$ cat config.mk
export PLATFORM = sky130hd
export DESIGN_NAME = upshifter_flat
export DESIGN_NICKNAME = d
export VERILOG_FILES = /design/src/rtl/upshifter_if.sv /design/src/rtl/upshifter.sv /design/src/flat_wrapper.sv
export SDC_FILE = /design/constraint.sdc
export NUM_CORES = 2
export LEC_CHECK = 0
export BUFFER_PORTS_ARGS = -buffer_cell sky130_fd_sc_hd__buf_2
export CAP_MARGIN = 20
export CELL_PAD_IN_SITES_DETAIL_PLACEMENT = 1
export CELL_PAD_IN_SITES_GLOBAL_PLACEMENT = 1
export CORE_ASPECT_RATIO = 0.75
export CORE_MARGIN = 3
export CORE_UTILIZATION = 42
export CTS_CLUSTER_SIZE = 28
export DETAILED_ROUTE_END_ITERATION = 8
export PLACE_DENSITY = 0.78
export RECOVER_POWER = 50
export SETUP_SLACK_MARGIN = 0.1
export SLEW_MARGIN = 20
export SYNTH_ARGS = -nofsm -noshare
export SYNTH_HDL_FRONTEND = slang
export SYNTH_SLANG_ARGS = --single-unit
$ cat constraint.sdc
create_clock -name clk -period 8.15 [get_ports clk]
set_input_delay 1.2225 -clock clk [delete_from_list [all_inputs] [get_ports clk]]
set_output_delay 1.2225 -clock clk [all_outputs]
set_load 0.05 [all_outputs]
$ cat src/rtl/upshifter_if.sv
// upshifter_if: sample/result bundle for the +fs/8 up-shifter.
// master drives baseband samples and controls; slave (the shifter) returns IF results.
interface upshifter_if;
    logic signed [11:0] i_in;
    logic signed [11:0] q_in;
    logic               in_valid;
    logic               bypass;
    logic               phase_sync;
    logic signed [11:0] i_out;
    logic signed [11:0] q_out;
    logic               out_valid;

    modport master (
        output i_in, q_in, in_valid, bypass, phase_sync,
        input  i_out, q_out, out_valid
    );

    modport slave (
        input  i_in, q_in, in_valid, bypass, phase_sync,
        output i_out, q_out, out_valid
    );
endinterface

$ cat src/rtl/upshifter.sv
// upshifter: rotates a baseband I/Q stream by +fs/8 per accepted sample (BB -> IF).
// Two-stage pipeline: stage 1 holds the four coefficient products, stage 2 the
// shifted (and optionally limited) sums.
// Build option: define UPSHIFTER_SAT_EN to saturate each rail to [-2048, 2047];
// without it the result wraps to the low 12 bits.
module upshifter #(
    parameter logic [2:0] PHASE_INIT = 3'd0
) (
    input logic        clk,
    input logic        rst_neg,
    upshifter_if.slave bus
);

    logic               accept;
    logic [2:0]         phase;
    logic [2:0]         phase_next;
    logic [2:0]         phase_use;

    logic signed [12:0] sin_c;
    logic signed [12:0] cos_c;

    logic signed [24:0] ic_next;
    logic signed [24:0] qs_next;
    logic signed [24:0] is_next;
    logic signed [24:0] qc_next;

    logic signed [24:0] p_ic;
    logic signed [24:0] p_qs;
    logic signed [24:0] p_is;
    logic signed [24:0] p_qc;
    logic               s1_valid;
    logic               s1_bypass;

    logic signed [25:0] sum_i;
    logic signed [25:0] sum_q;
    logic signed [11:0] res_i;
    logic signed [11:0] res_q;

    logic signed [11:0] i_out_r;
    logic signed [11:0] q_out_r;
    logic               out_valid_r;

    // Phase selection: a synced rotating sample uses index 0 and leaves the counter at 1.
    always_comb begin
        accept     = bus.in_valid && !bus.bypass;
        phase_use  = (bus.phase_sync && accept) ? 3'd0 : phase;
        phase_next = phase;
        if (accept) begin
            phase_next = phase_use + 3'd1;
        end else if (bus.phase_sync) begin
            phase_next = 3'd0;
        end
    end

    // Phase counter register.
    always_ff @(posedge clk or negedge rst_neg) begin
        if (!rst_neg) begin
            phase <= PHASE_INIT;
        end else begin
            phase <= phase_next;
        end
    end

    // Coefficient table (sin, cos) scaled by 4095.
    always_comb begin
        sin_c = 13'sd0;
        cos_c = 13'sd0;
        unique case (phase_use)
            3'd0: begin sin_c = 13'sd0;     cos_c = 13'sd4095;  end
            3'd1: begin sin_c = 13'sd2896;  cos_c = 13'sd2896;  end
            3'd2: begin sin_c = 13'sd4095;  cos_c = 13'sd0;     end
            3'd3: begin sin_c = 13'sd2896;  cos_c = -13'sd2896; end
            3'd4: begin sin_c = 13'sd0;     cos_c = -13'sd4095; end
            3'd5: begin sin_c = -13'sd2896; cos_c = -13'sd2896; end
            3'd6: begin sin_c = -13'sd4095; cos_c = 13'sd0;     end
            3'd7: begin sin_c = -13'sd2896; cos_c = 13'sd2896;  end
            default: begin sin_c = 13'sd0;  cos_c = 13'sd0;     end
        endcase
    end

    // Stage-1 operands; a bypassed sample parks the raw I/Q in the ic/qc slots.
    always_comb begin
        ic_next = 25'(bus.i_in) * 25'(cos_c);
        qs_next = 25'(bus.q_in) * 25'(sin_c);
        is_next = 25'(bus.i_in) * 25'(sin_c);
        qc_next = 25'(bus.q_in) * 25'(cos_c);
        if (bus.bypass) begin
            ic_next = 25'(bus.i_in);
            qs_next = 25'sd0;
            is_next = 25'sd0;
            qc_next = 25'(bus.q_in);
        end
    end

    // Stage 1: product registers with valid and bypass tags.
    always_ff @(posedge clk or negedge rst_neg) begin
        if (!rst_neg) begin
            p_ic      <= 25'sd0;
            p_qs      <= 25'sd0;
            p_is      <= 25'sd0;
            p_qc      <= 25'sd0;
            s1_valid  <= 1'b0;
            s1_bypass <= 1'b0;
        end else begin
            s1_valid <= bus.in_valid;
            if (bus.in_valid) begin
                p_ic      <= ic_next;
                p_qs      <= qs_next;
                p_is      <= is_next;
                p_qc      <= qc_next;
                s1_bypass <= bus.bypass;
            end
        end
    end

    // Sum, floor shift by 12, then limit (or wrap) each rail; bypass takes the raw sample.
    always_comb begin
        logic signed [13:0] sh_i;
        logic signed [13:0] sh_q;
        sum_i = 26'(p_ic) - 26'(p_qs);
        sum_q = 26'(p_is) + 26'(p_qc);
        sh_i  = 14'(sum_i >>> 12);
        sh_q  = 14'(sum_q >>> 12);
`ifdef UPSHIFTER_SAT_EN
        if (sh_i > 14'sd2047) begin
            res_i = 12'sd2047;
        end else if (sh_i < -14'sd2048) begin
            res_i = -12'sd2048;
        end else begin
            res_i = 12'(sh_i);
        end
        if (sh_q > 14'sd2047) begin
            res_q = 12'sd2047;
        end else if (sh_q < -14'sd2048) begin
            res_q = -12'sd2048;
        end else begin
            res_q = 12'(sh_q);
        end
`else
        res_i = 12'(sh_i);
        res_q = 12'(sh_q);
`endif
        if (s1_bypass) begin
            res_i = 12'(p_ic);
            res_q = 12'(p_qc);
        end
    end

    // Stage 2: output registers, updated only when a result arrives.
    always_ff @(posedge clk or negedge rst_neg) begin
        if (!rst_neg) begin
            i_out_r     <= 12'sd0;
            q_out_r     <= 12'sd0;
            out_valid_r <= 1'b0;
        end else begin
            out_valid_r <= s1_valid;
            if (s1_valid) begin
                i_out_r <= res_i;
                q_out_r <= res_q;
            end
        end
    end

    assign bus.i_out     = i_out_r;
    assign bus.q_out     = q_out_r;
    assign bus.out_valid = out_valid_r;

endmodule

$ cat src/flat_wrapper.sv
// flat-port wrapper written by rule: the top's interface ports become plain ports
module upshifter_flat 
#(
    parameter logic [2:0] PHASE_INIT = 3'd0
)
  (clk, rst_neg, bus_i_in, bus_q_in, bus_in_valid, bus_bypass, bus_phase_sync, bus_i_out, bus_q_out, bus_out_valid);
  upshifter_if bus_i ();
  input logic clk;
  input logic rst_neg;
  input wire logic [$bits(bus_i.i_in)-1:0] bus_i_in;
  input wire logic [$bits(bus_i.q_in)-1:0] bus_q_in;
  input wire logic [$bits(bus_i.in_valid)-1:0] bus_in_valid;
  input wire logic [$bits(bus_i.bypass)-1:0] bus_bypass;
  input wire logic [$bits(bus_i.phase_sync)-1:0] bus_phase_sync;
  output wire logic [$bits(bus_i.i_out)-1:0] bus_i_out;
  output wire logic [$bits(bus_i.q_out)-1:0] bus_q_out;
  output wire logic [$bits(bus_i.out_valid)-1:0] bus_out_valid;
  assign bus_i.i_in = bus_i_in;
  assign bus_i.q_in = bus_q_in;
  assign bus_i.in_valid = bus_in_valid;
  assign bus_i.bypass = bus_bypass;
  assign bus_i.phase_sync = bus_phase_sync;
  assign bus_i_out = bus_i.i_out;
  assign bus_q_out = bus_i.q_out;
  assign bus_out_valid = bus_i.out_valid;
  upshifter #(.PHASE_INIT(PHASE_INIT)) u_core (.clk(clk), .rst_neg(rst_neg), .bus(bus_i));
endmodule
==> summary.txt <==
Clock tree
  – Worst-Skew Late Latency: 440 ps
  – CTS tree: yes
  – H-tree Lvls: 4
  – Clock buffer count from CTS: 17
  – CTS Sinks: 126
  – Clock root buffer: clkbuf_16
  – Longest Clk Path Bufs: 2
  – Clock transition at path regs: about 60 ps

Logic synthesis
  – EDFF count, synth: 0
  – Sequential area share after synthesis: 11.6%
  – Ys async rst share: 100%
  – Number of synthesized register bits: approximately 130
  – Most common cell in the synthesized netlist: inv_1
  – Netlist cell types: 64
  – Syn nets: 3766
  – YS warnings: 0
  – Synth Flop Type: dfrtp_1
  – Mapped cell area: 0.0272 mm²
  – Post-synth top area share: 40.4%
  – Top cells by area, synth: fa_1 (40%), ha_1 (12%), dfrtp_1 (12%), inv_1 (11%), nand2_1 (3.1%)
  – Yosys top cell by area: fa_1
  – Most frequent cells after synthesis: inv_1 (776), fa_1 (548), ha_1 (266), nand2_1 (221), dfrtp_1 (126)
  – Gate Count Post-Synth: 2923
  – Synthesized area per cell: 9.30 µm²

Worst setup path
  – Critical path arrival: 8020 ps
  – CP Launch Type: input pin
  – Reg-to-reg slack, setup: approximately 1100 ps
  – Crit path top cell by count: fa_1
  – CP Capture Type: register
  – Reg2reg end: u_core.p_ic[22]$_DFFE_PN0P_
  – Worst-path maximum fanout: 18
  – Critical-path top delay cell: fa_1
  – Slowest cell delay on critical path: 630 ps
  – Setup CP Type: input pin to register
  – Critical Path RT: 8460 ps
  – FF-to-FF Start: u_core.phase[0]$_DFFE_PN0P_
  – Worst Reg-to-Reg Cells: 23

Timing
  – RSZ-0062 raised after global routing: no
  – Max Freq: 0.130 GHz
  – Worst Skew: 17.0 ps
  – Setup TNS: 0 ps
  – Worst Tran Pin Value: ~3000 ps
  – Slew Limit Fails: 239
  – Final setup vio count: 0
  – Slew margin rel.: -99.9%
  – Min Clock Period, post-route: roughly 7700 ps
  – Hold Vio Cnt, Final: 0
  – Fin crit share: 94.5%

Detailed routing
  – Initial DRC Count: 1277
  – Vias post-DR: ~20000
  – Mean number of vias per cell: 5.29
  – Final WL: 82900 µm
  – DR WL/cell: 21.8 µm
  – DRC: 0
  – Routed Antenna Nets: 0
  – Pre-Repair DR Iteration Count: 5

Floorplanning
  – Initial Utilization: 42.6%
  – FP Rows: 80
  – DIE HEIGHT: 226 µm
  – Core Region: 0.0639 mm²
  – DIE AREA: between 0.06 and 0.07 mm²
  – Boundary Pins: 54
  – Die W: 300 µm

Global routing
  – First-pass GRT wire length: 133000 µm
  – Vias in the first global route: 23200
  – Grt ovf: 0
  – Initial antenna violation count: 2
  – Largest net degree at the start of global routing: 75
  – Total routing usage reported by global routing: 25.4%

Min path
  – Hold crit path type: register to register
  – Hold Path Origin: u_core.p_is[4]$_DFFE_PN0P_
  – Hold EP: u_core.p_is[4]$_DFFE_PN0P_
  – Cells on Worst Hold Path: 2

Cells and area
  – Area delta synth->final: 6.78%
  – Filler Cell Count: 7508
  – Final-stage net count: 3777
  – Share of cells above drive strength 1: 4.52%

Job
  – Max-cap violations: 4

Status
  – Failing checks: capacitance limit, slew limit
  – Outcome: finished with violations

Place
  – GP Congestion: 0.908
  – Dpl hpwl: 70800 µm
  – # port buffers: 53
==> sequential cells by signal, summed over array words and instances, names as in the netlist, 3 cells and up <==
register          count
u_core.phase          3
u_core.p_qs          24
u_core.bus.q_out     12
u_core.p_is          24
u_core.p_qc          24
u_core.bus.i_out     12
u_core.p_ic          24
==> how the worst max path moves through the flow <==
stage	start	end	slack [ps]
6_report	bus_in_valid	u_core.p_ic[22]$_DFFE_PN0P_	440
5_1_grt	bus_bypass	u_core.p_ic[22]$_DFFE_PN0P_	110
4_1_cts	bus_in_valid	u_core.p_ic[22]$_DFFE_PN0P_	460
3_5_place_dp	bus_in_valid	u_core.p_ic[22]$_DFFE_PN0P_	8
3_3_place_gp	bus_in_valid	u_core.p_ic[22]$_DFFE_PN0P_	350
2_1_floorplan	bus_bypass	u_core.p_ic[22]$_DFFE_PN0P_	270
==> what timing repair did <==
item | in CTS | in global routing
setup buffers | 0 | 0
hold buffers | 0 | 0
setup endpoints to repair | 0 | 3
hold endpoints to repair | 0 | 0
gates resized for setup | 0 | 3
==> layer usage <==
metal / routed length [µm] / part of all wire, % / up-vias / GRT usage [%]
li1: - / - / 8896 / -
met1: 37000 / 45 / 10500 / 35.3
met2: 38900 / 47 / 578 / 42.3
met3: 5310 / 6.4 / 127 / 3.68
met4: 1800 / 2.2 / 0 / 5.84
met5: 0 / 0 / - / 0
==> critical path, delay by kind of cell <==
| family | cells | cell delay [ps] |
|---|---|---|
| AO/OA/AOI/OAI | 8 | 2130 |
| XOR/XNOR | 1 | 90 |
| adder cells (fa/ha/maj) | 7 | 3320 |
| buffers and inverters | 5 | 580 |
| AND/OR/NAND/NOR | 4 | 640 |
==> layout make-up <==
class | count | area (µm²) | area share (%)
clock buffers | 22 | 474 | 1.63
well taps | 861 | 1080 | 3.71
multi-input cells | 1902 | 20700 | 71.3
clock inverters | 7 | 113 | 0.388
flip-flops and latches | 126 | 3150 | 10.9
inverters | 799 | 3000 | 10.3
repair buffers | 88 | 500 | 1.72
diodes | 2 | 5.00 | 0.0172
==> per-stage QoR <==
step | util [%] | std cells | hold slack (ps) | worst slack, ps | instance area, µm²
final | 45.4 | 3807 | 497 | 445 | 29000
after global routing | 45.4 | 3805 | 518 | 109 | 29000
after floorplan | - | 2923 | 443 | 274 | 27200
after CTS | 45.5 | 3805 | 492 | 458 | 29000
after global placement | 44.6 | 3776 | 477 | 350 | 28500
after detailed placement | 44.6 | 3776 | 488 | 8.20 | 28500
==> cells by family (layout without fill, tap and decap cells) <==
group           Yosys count  after routing  share of synthesized area, %
other cells               0              2                             0
fa+ha+maj               814            814                          52.6
simple gates            604            604                          10.6
mux                      25             25                         0.948
compound gates          352            352                          8.42
buf+inv                 895            916                          12.4
xor+xnor                107            107                          3.45
flops                   126            126                          11.6
==> placed cells by master, fill, tap and decap left out, types with 38 or more instances in the layout <==
cell,synthesis,layout
inv_1,776,776
fa_1,548,548
ha_1,266,266
nand2_1,221,220
dfrtp_1,126,126
nor2_1,121,120
and2_1,108,108
a21oi_1,100,95
xnor2_1,76,76
o21ai_1,41,38
Power is left out: the tool's default activity adds up to more than one toggle a clock period on the data nets, which glitch-free logic cannot reach.
